<file path="config.mk">
export PLATFORM = sky130hd
export DESIGN_NAME = pipe_hazard_ctrl
export DESIGN_NICKNAME = d
export VERILOG_FILES = /design/src/rtl/pipe_ctrl_pkg.sv /design/src/rtl/load_use_detect.sv /design/src/rtl/pipe_hazard_ctrl.sv
export SDC_FILE = /design/constraint.sdc
export NUM_CORES = 1
export LEC_CHECK = 0
export BUFFER_PORTS_ARGS = -buffer_cell sky130_fd_sc_hd__buf_2
export CORE_UTILIZATION = 40
export CTS_CLUSTER_DIAMETER = 50
export CTS_CLUSTER_SIZE = 20
export DETAILED_ROUTE_END_ITERATION = 8
export MAX_ROUTING_LAYER = met4
export SETUP_SLACK_MARGIN = 0.1
export SYNTH_ARGS = -nofsm -noshare
export SYNTH_HDL_FRONTEND = slang
export SYNTH_SLANG_ARGS = --single-unit
</file>
<file path="constraint.sdc">
create_clock -name clk -period 2.3 [get_ports clk]
set_input_delay 0.115 -clock clk [delete_from_list [all_inputs] [get_ports clk]]
set_output_delay 0.115 -clock clk [all_outputs]
set_load 0.01 [all_outputs]
</file>
<file path="src/rtl/pipe_ctrl_pkg.sv">
// Shared types and constants for the MIPS pipeline control unit.
package pipe_ctrl_pkg;

    typedef enum logic {
        RUN     = 1'b0,
        MEMWAIT = 1'b1
    } state_e;

    localparam logic [4:0] REG_ZERO = 5'd0;

    // Bundle of the six pipeline-register / PC controls, MSB first.
    typedef struct packed {
        logic pc_write;
        logic ifid_write;
        logic ifid_flush;
        logic idex_bubble;
        logic idex_hold;
        logic exmem_hold;
    } ctrl_t;

endpackage

</file>
<file path="src/rtl/load_use_detect.sv">
// Combinational register-compare between a load in EX and the instruction in ID.
module load_use_detect
    import pipe_ctrl_pkg::*;
(
    input  logic       ex_MemRead,
    input  logic [4:0] ex_rt,
    input  logic [4:0] id_rs,
    input  logic [4:0] id_rt,
    input  logic       id_uses_rt,
    output logic       hazard
);

    logic rsMatch;
    logic rtMatch;

    // $zero is never a real dependency, so a load targeting r0 cannot stall.
    always_comb begin
        rsMatch = (ex_rt == id_rs);
        rtMatch = id_uses_rt && (ex_rt == id_rt);
        hazard  = ex_MemRead && (ex_rt != REG_ZERO) && (rsMatch || rtMatch);
    end

endmodule

</file>
<file path="src/rtl/pipe_hazard_ctrl.sv">
// Pipeline control for load-use stalls, EX-resolved branch flushes and data-memory waits,
// with saturating stall/flush statistics and a sticky memory-timeout flag.
module pipe_hazard_ctrl
    import pipe_ctrl_pkg::*;
#(
    parameter int CNT_W    = 16,
    parameter int MAX_WAIT = 15
) (
    input  logic             clk,
    input  logic             rst,
    input  logic [4:0]       id_rs,
    input  logic [4:0]       id_rt,
    input  logic             id_uses_rt,
    input  logic             ex_MemRead,
    input  logic [4:0]       ex_rt,
    input  logic             ex_branch_taken,
    input  logic             mem_busy,
    output logic             pc_write,
    output logic             ifid_write,
    output logic             ifid_flush,
    output logic             idex_bubble,
    output logic             idex_hold,
    output logic             exmem_hold,
    output logic [CNT_W-1:0] stall_cnt,
    output logic [CNT_W-1:0] flush_cnt,
    output logic             mem_timeout
);

    localparam int WAIT_W = (MAX_WAIT < 2) ? 1 : $clog2(MAX_WAIT + 1);
    localparam logic [WAIT_W-1:0] WAIT_MAX = WAIT_W'(MAX_WAIT);

    state_e            state_q, state_d;
    logic [WAIT_W-1:0] wait_q, wait_d, waitBase, waitInc;
    logic [CNT_W-1:0]  stall_q, stall_d;
    logic [CNT_W-1:0]  flush_q, flush_d;
    logic              timeout_q, timeout_d;
    logic              loadUse;
    ctrl_t             ctrl;

    load_use_detect u_load_use_detect (
        .ex_MemRead (ex_MemRead),
        .ex_rt      (ex_rt),
        .id_rs      (id_rs),
        .id_rt      (id_rt),
        .id_uses_rt (id_uses_rt),
        .hazard     (loadUse)
    );

    always_comb begin
        state_d   = state_q;
        wait_d    = wait_q;
        stall_d   = stall_q;
        flush_d   = flush_q;
        timeout_d = timeout_q;
        ctrl      = '0;
        ctrl.pc_write   = 1'b1;
        ctrl.ifid_write = 1'b1;

        // A busy cycle entered from RUN starts a fresh run of consecutive waits.
        waitBase = (state_q == MEMWAIT) ? wait_q : '0;
        waitInc  = (waitBase == WAIT_MAX) ? waitBase : waitBase + WAIT_W'(1);

        if (rst) begin
            ctrl.pc_write    = 1'b0;
            ctrl.ifid_write  = 1'b0;
            ctrl.ifid_flush  = 1'b1;
            ctrl.idex_bubble = 1'b1;
        end else if (mem_busy) begin
            ctrl.pc_write   = 1'b0;
            ctrl.ifid_write = 1'b0;
            ctrl.idex_hold  = 1'b1;
            ctrl.exmem_hold = 1'b1;
            state_d = MEMWAIT;
            wait_d  = waitInc;
            stall_d = (stall_q == '1) ? stall_q : stall_q + CNT_W'(1);
            if (waitInc == WAIT_MAX) begin
                timeout_d = 1'b1;
            end
        end else begin
            state_d = RUN;
            wait_d  = '0;
            // The squashed ID instruction makes any coincident load-use irrelevant.
            if (ex_branch_taken) begin
                ctrl.ifid_flush  = 1'b1;
                ctrl.idex_bubble = 1'b1;
                flush_d = (flush_q == '1) ? flush_q : flush_q + CNT_W'(1);
            end else if (loadUse) begin
                ctrl.pc_write    = 1'b0;
                ctrl.ifid_write  = 1'b0;
                ctrl.idex_bubble = 1'b1;
                stall_d = (stall_q == '1) ? stall_q : stall_q + CNT_W'(1);
            end
        end
    end

    always_ff @(posedge clk) begin
        if (rst) begin
            state_q   <= RUN;
            wait_q    <= '0;
            stall_q   <= '0;
            flush_q   <= '0;
            timeout_q <= 1'b0;
        end else begin
            state_q   <= state_d;
            wait_q    <= wait_d;
            stall_q   <= stall_d;
            flush_q   <= flush_d;
            timeout_q <= timeout_d;
        end
    end

    assign pc_write    = ctrl.pc_write;
    assign ifid_write  = ctrl.ifid_write;
    assign ifid_flush  = ctrl.ifid_flush;
    assign idex_bubble = ctrl.idex_bubble;
    assign idex_hold   = ctrl.idex_hold;
    assign exmem_hold  = ctrl.exmem_hold;
    assign stall_cnt   = stall_q;
    assign flush_cnt   = flush_q;
    assign mem_timeout = timeout_q;

endmodule

</file>
==> results.md <==
Finish:
- The core utilization of the finished layout is 0.524.
- The repair_antennas step left the layout with diodes totalling 0.
- After the last flow step, the layout net total stands at approximately 320.
- Relative to the synthesized area, the layout overhead comes to 26.6%.
- The final standard cell area without fillers is 2480 sq um.
- The layout cell share with drive strength beyond 1 is 0.258.

Drt:
- After detailed routing, the total wire length is ~4.2 mm.
- After detailed routing, the number of vias per cell comes to 4.99.
- The first detailed-routing pass took 4 iterations.
- The via count is around 1800.
- In the routed design, unresolved DRC markers number 0.
- The post-detailed-route count of antenna-violating nets is 0.
- Dividing the detail-routed wire length by the instance count gives about 12 um.
- In this run, the number of DRC markers left after iteration 0 of detailed routing was 83.

Global routing:
- The number of global-route vias before repair is about 1600.
- The global-route total usage across every layer is 0.176.
- The wire length of the first global-routing pass is 6.98 mm.
- The final global-route overflow total is 0.
- Entering global routing, the biggest net connects 22 pins.
- The initial antenna violation count was 0.

Run:
- The count of max-cap constraint violations is 0.

Synth:
- By area the synthesized netlist is led by sky130_fd_sc_hd__dfxtp_1 39%, sky130_fd_sc_hd__xor2_1 9.9%, sky130_fd_sc_hd__nor2_1 5.2%, sky130_fd_sc_hd__nand4_1 3.8%, sky130_fd_sc_hd__a21oi_1 3.6%.
- The synthesized netlist occupies a cell area of 1960 sq um.
- The proportion of synthesized chip area in sequential cells is 0.389.
- Synthesis produced a netlist whose cell count is roughly 230.
- In this run the mean area of a mapped cell was 8.39 sq um.
- The area fraction of the dominant cell type after synthesis is 0.389.
- The count of state elements after synthesis is 38.
- Synthesis produced a netlist with a net count of 257.
- Summed over all instances, the cell type with the most area after synthesis is sky130_fd_sc_hd__dfxtp_1.
- The number of warnings printed during yosys synthesis is 0.
- The number of enable flip-flop cells after synthesis is 0.
- Counting flops with an async set or reset pin after synthesis yields a share of 0.
- In the synthesized netlist the dominant register cell turns out to be sky130_fd_sc_hd__dfxtp_1.
- The count of distinct cell types in the synthesized netlist is 39.

Die:
- The boundary pin count is 60.
- The die covers between 5000 and 6000 sq um.
- Measured along the x axis, the die boundary spans ~72 um.
- The floorplan has 25 rows.
- The core region is roughly 4700 sq um.
- For this configuration, the core starts out at a cell density of 0.414.
- From bottom edge to top edge, the die measures 71.9 um.

Worst hold path:
- In this run the worst hold path is classified as in -> reg.

Timing:
- For this run, the top clock speed supported by timing is 492 MHz.
- The post-route fraction of the period consumed by the critical path is 0.884.
- Setup violations remaining at the end of the flow were counted as 0.
- The final critical-path required period is ~2.0 ns.
- For the pin with the worst max-slew slack, the measured transition is approximately 0.57 ns.
- The tightest slew margin relative to the limit is 0.618.
- Setup repair after global routing left no endpoint under its margin.
- The clock skew is about 0.0066 ns.
- The number of pins with negative max-slew slack in the final report came to 0.
- In the post-route analysis, the smallest setup slack over all paths is ~0.27 ns.
- The count of endpoints failing hold in the final timing report is 0.
- In the final timing run, aggregate negative setup slack is 0 ns.

Worst setup path:
- In this run the register-to-register setup slack is between 0.2 and 0.3 ns.
- STA classifies the critical path startpoint as a register.
- The setup path with the least slack is of type reg -> reg.
- The data arrival time at the worst-slack endpoint is about 2.3 ns.
- In this run the worst path has a maximum fanout of 13.
- The worst path required time is roughly 2.5 ns.
- STA classifies the critical path endpoint as a register.

Placed design:
- After legalization and detailed placement, the total HPWL measured 3.12 mm.
- The final weighted congestion in routability-driven placement is 0.762.
- In this run the tool buffered the top-level ports with 59 buffer cells.
- The post-placement worst setup slack is ~0.27 ns.
- In this run the cell area measured after placement is ~2300 sq um.

Clock network:
- TritonCTS built the clock tree.
- The number of sinks on the clock net is 38.
- The number of CTS-inserted buffers is 5.
- Buffers inserted to repair hold after CTS numbered 0.
- The cell sitting at the root of the clock tree is a sky130_fd_sc_hd__clkbuf_8.
- The post-CTS clock slew at the launch and capture registers of the worst setup and hold paths is ~0.08 ns.
- The H-tree was split into 2 levels.
- Post-CTS repair changed the size of 0 cells.
- The clock network latency to the later pin of the worst-skew pair is 0.29 ns.
- The post-CTS setup buffer count is 0.
- In this run the deepest clock path goes through 2 buffers.

Power:
- The static leakage is between 1 and 1.5 nW.
- The peak supply drop is approximately 0.34 mV.
- In this run the power density over the cells is 601 nW/um^2.

Status:
- The flow ran to the end, and the final reports show no timing, DRC or antenna violations.
-- cells in the mapped netlist, types with 2 or more instances --
cell,n
sky130_fd_sc_hd__nor2b_1,5
sky130_fd_sc_hd__a21oi_1,14
sky130_fd_sc_hd__o21ai_0,13
sky130_fd_sc_hd__or4_1,3
sky130_fd_sc_hd__or3_1,10
sky130_fd_sc_hd__and2_1,3
sky130_fd_sc_hd__nand4_1,12
sky130_fd_sc_hd__clkbuf_1,4
sky130_fd_sc_hd__and3_1,9
sky130_fd_sc_hd__nand2_1,11
sky130_fd_sc_hd__xnor2_1,5
sky130_fd_sc_hd__ha_1,3
sky130_fd_sc_hd__nand3_1,10
sky130_fd_sc_hd__buf_4,3
sky130_fd_sc_hd__inv_1,9
sky130_fd_sc_hd__mux2_2,2
sky130_fd_sc_hd__nor2_1,27
sky130_fd_sc_hd__nand2b_1,2
sky130_fd_sc_hd__o31ai_1,3
sky130_fd_sc_hd__xor2_1,22
sky130_fd_sc_hd__nor4_1,2
sky130_fd_sc_hd__dfxtp_1,38
sky130_fd_sc_hd__nor3_1,5
sky130_fd_sc_hd__mux2i_1,3
-- cells in the final DEF (no fill, tap or decap), types with 6 or more instances in the layout --
cell type / instances
sky130_fd_sc_hd__a21oi_1: 14
sky130_fd_sc_hd__and3_1: 9
sky130_fd_sc_hd__buf_2: 59
sky130_fd_sc_hd__buf_4: 7
sky130_fd_sc_hd__clkbuf_8: 6
sky130_fd_sc_hd__dfxtp_1: 38
sky130_fd_sc_hd__inv_1: 9
sky130_fd_sc_hd__nand2_1: 11
sky130_fd_sc_hd__nand3_1: 10
sky130_fd_sc_hd__nand4_1: 12
sky130_fd_sc_hd__nor2_1: 27
sky130_fd_sc_hd__o21ai_0: 13
sky130_fd_sc_hd__or3_1: 10
sky130_fd_sc_hd__xor2_1: 22
-- final cells by class --
type	count	area, sq um
clock buffers	6	82.6
clock inverters	2	60.1
fillers	485	2250
inverters	9	33.8
multi-input cells	177	1110
flip-flops and latches	38	761
well taps	67	83.8
repair buffers	66	348
-- final timing paths --
kind              depth (start not counted)                         to                 startpoint
hold reg to reg                           2   mem_timeout$_SDFFE_PP0P_   mem_timeout$_SDFFE_PP0P_
setup / recovery                          7  stall_cnt[8]$_SDFFE_PP0P_  stall_cnt[0]$_SDFFE_PP0P_
setup reg to reg                          7  stall_cnt[8]$_SDFFE_PP0P_  stall_cnt[0]$_SDFFE_PP0P_
hold / removal                            2  stall_cnt[1]$_SDFFE_PP0P_                        rst
-- layer usage --
layer  vias up  global-route usage  part of all wire
li1        956                   -                 -
met1       817               0.223              0.49
met2        42               0.269              0.45
met5         -                   -                 0
met4         0              0.0523             0.013
met3         7              0.0542             0.051
-- worst max-delay path: stages (launching register included) --
cell and delay (ns):
sky130_fd_sc_hd__dfxtp_1 0.35, sky130_fd_sc_hd__ha_1 0.24, sky130_fd_sc_hd__and3_1 0.20, sky130_fd_sc_hd__a311o_1 0.36, sky130_fd_sc_hd__a2bb2oi_2 0.15, sky130_fd_sc_hd__buf_4 0.17, sky130_fd_sc_hd__or3_1 0.34, sky130_fd_sc_hd__a21oi_1 0.15
-- state kept, by name (all words and copies together), names as in the netlist --
register	count
flush_cnt	16
mem_timeout	1
stall_cnt	16
state_q	1
wait_q	4
-- metrics by stage --
step                      instances  hold WS, ns  power [mW]
after floorplan                 233        0.308       0.760
after global placement          357        0.451       0.805
after global routing            365        0.259        1.55
after detailed placement        357        0.455       0.806
after CTS                       365        0.216        1.51
final                           365        0.215        1.49
-- logic make-up (layout without fill, tap and decap cells) --
kind of cell | count (synthesis) | count (layout) | synth area share
mux | 5 | 5 | 0.0269
simple gates | 103 | 103 | 0.278
fa+ha+maj | 3 | 3 | 0.0192
compound gates | 39 | 39 | 0.121
xor+xnor | 27 | 27 | 0.121
buf+inv | 18 | 83 | 0.0448
flops | 38 | 38 | 0.389
-- where the power goes --
group / leakage [nW] / internal [mW] / switching (mW) / total (mW)
clock network: 0.0714 / 0.463 / 0.236 / 0.699
registers: 0.307 / 0.666 / 0.0105 / 0.677
logic: 0.713 / 0.0500 / 0.0624 / 0.112
Note: power is estimated with default switching activity, not from simulation.
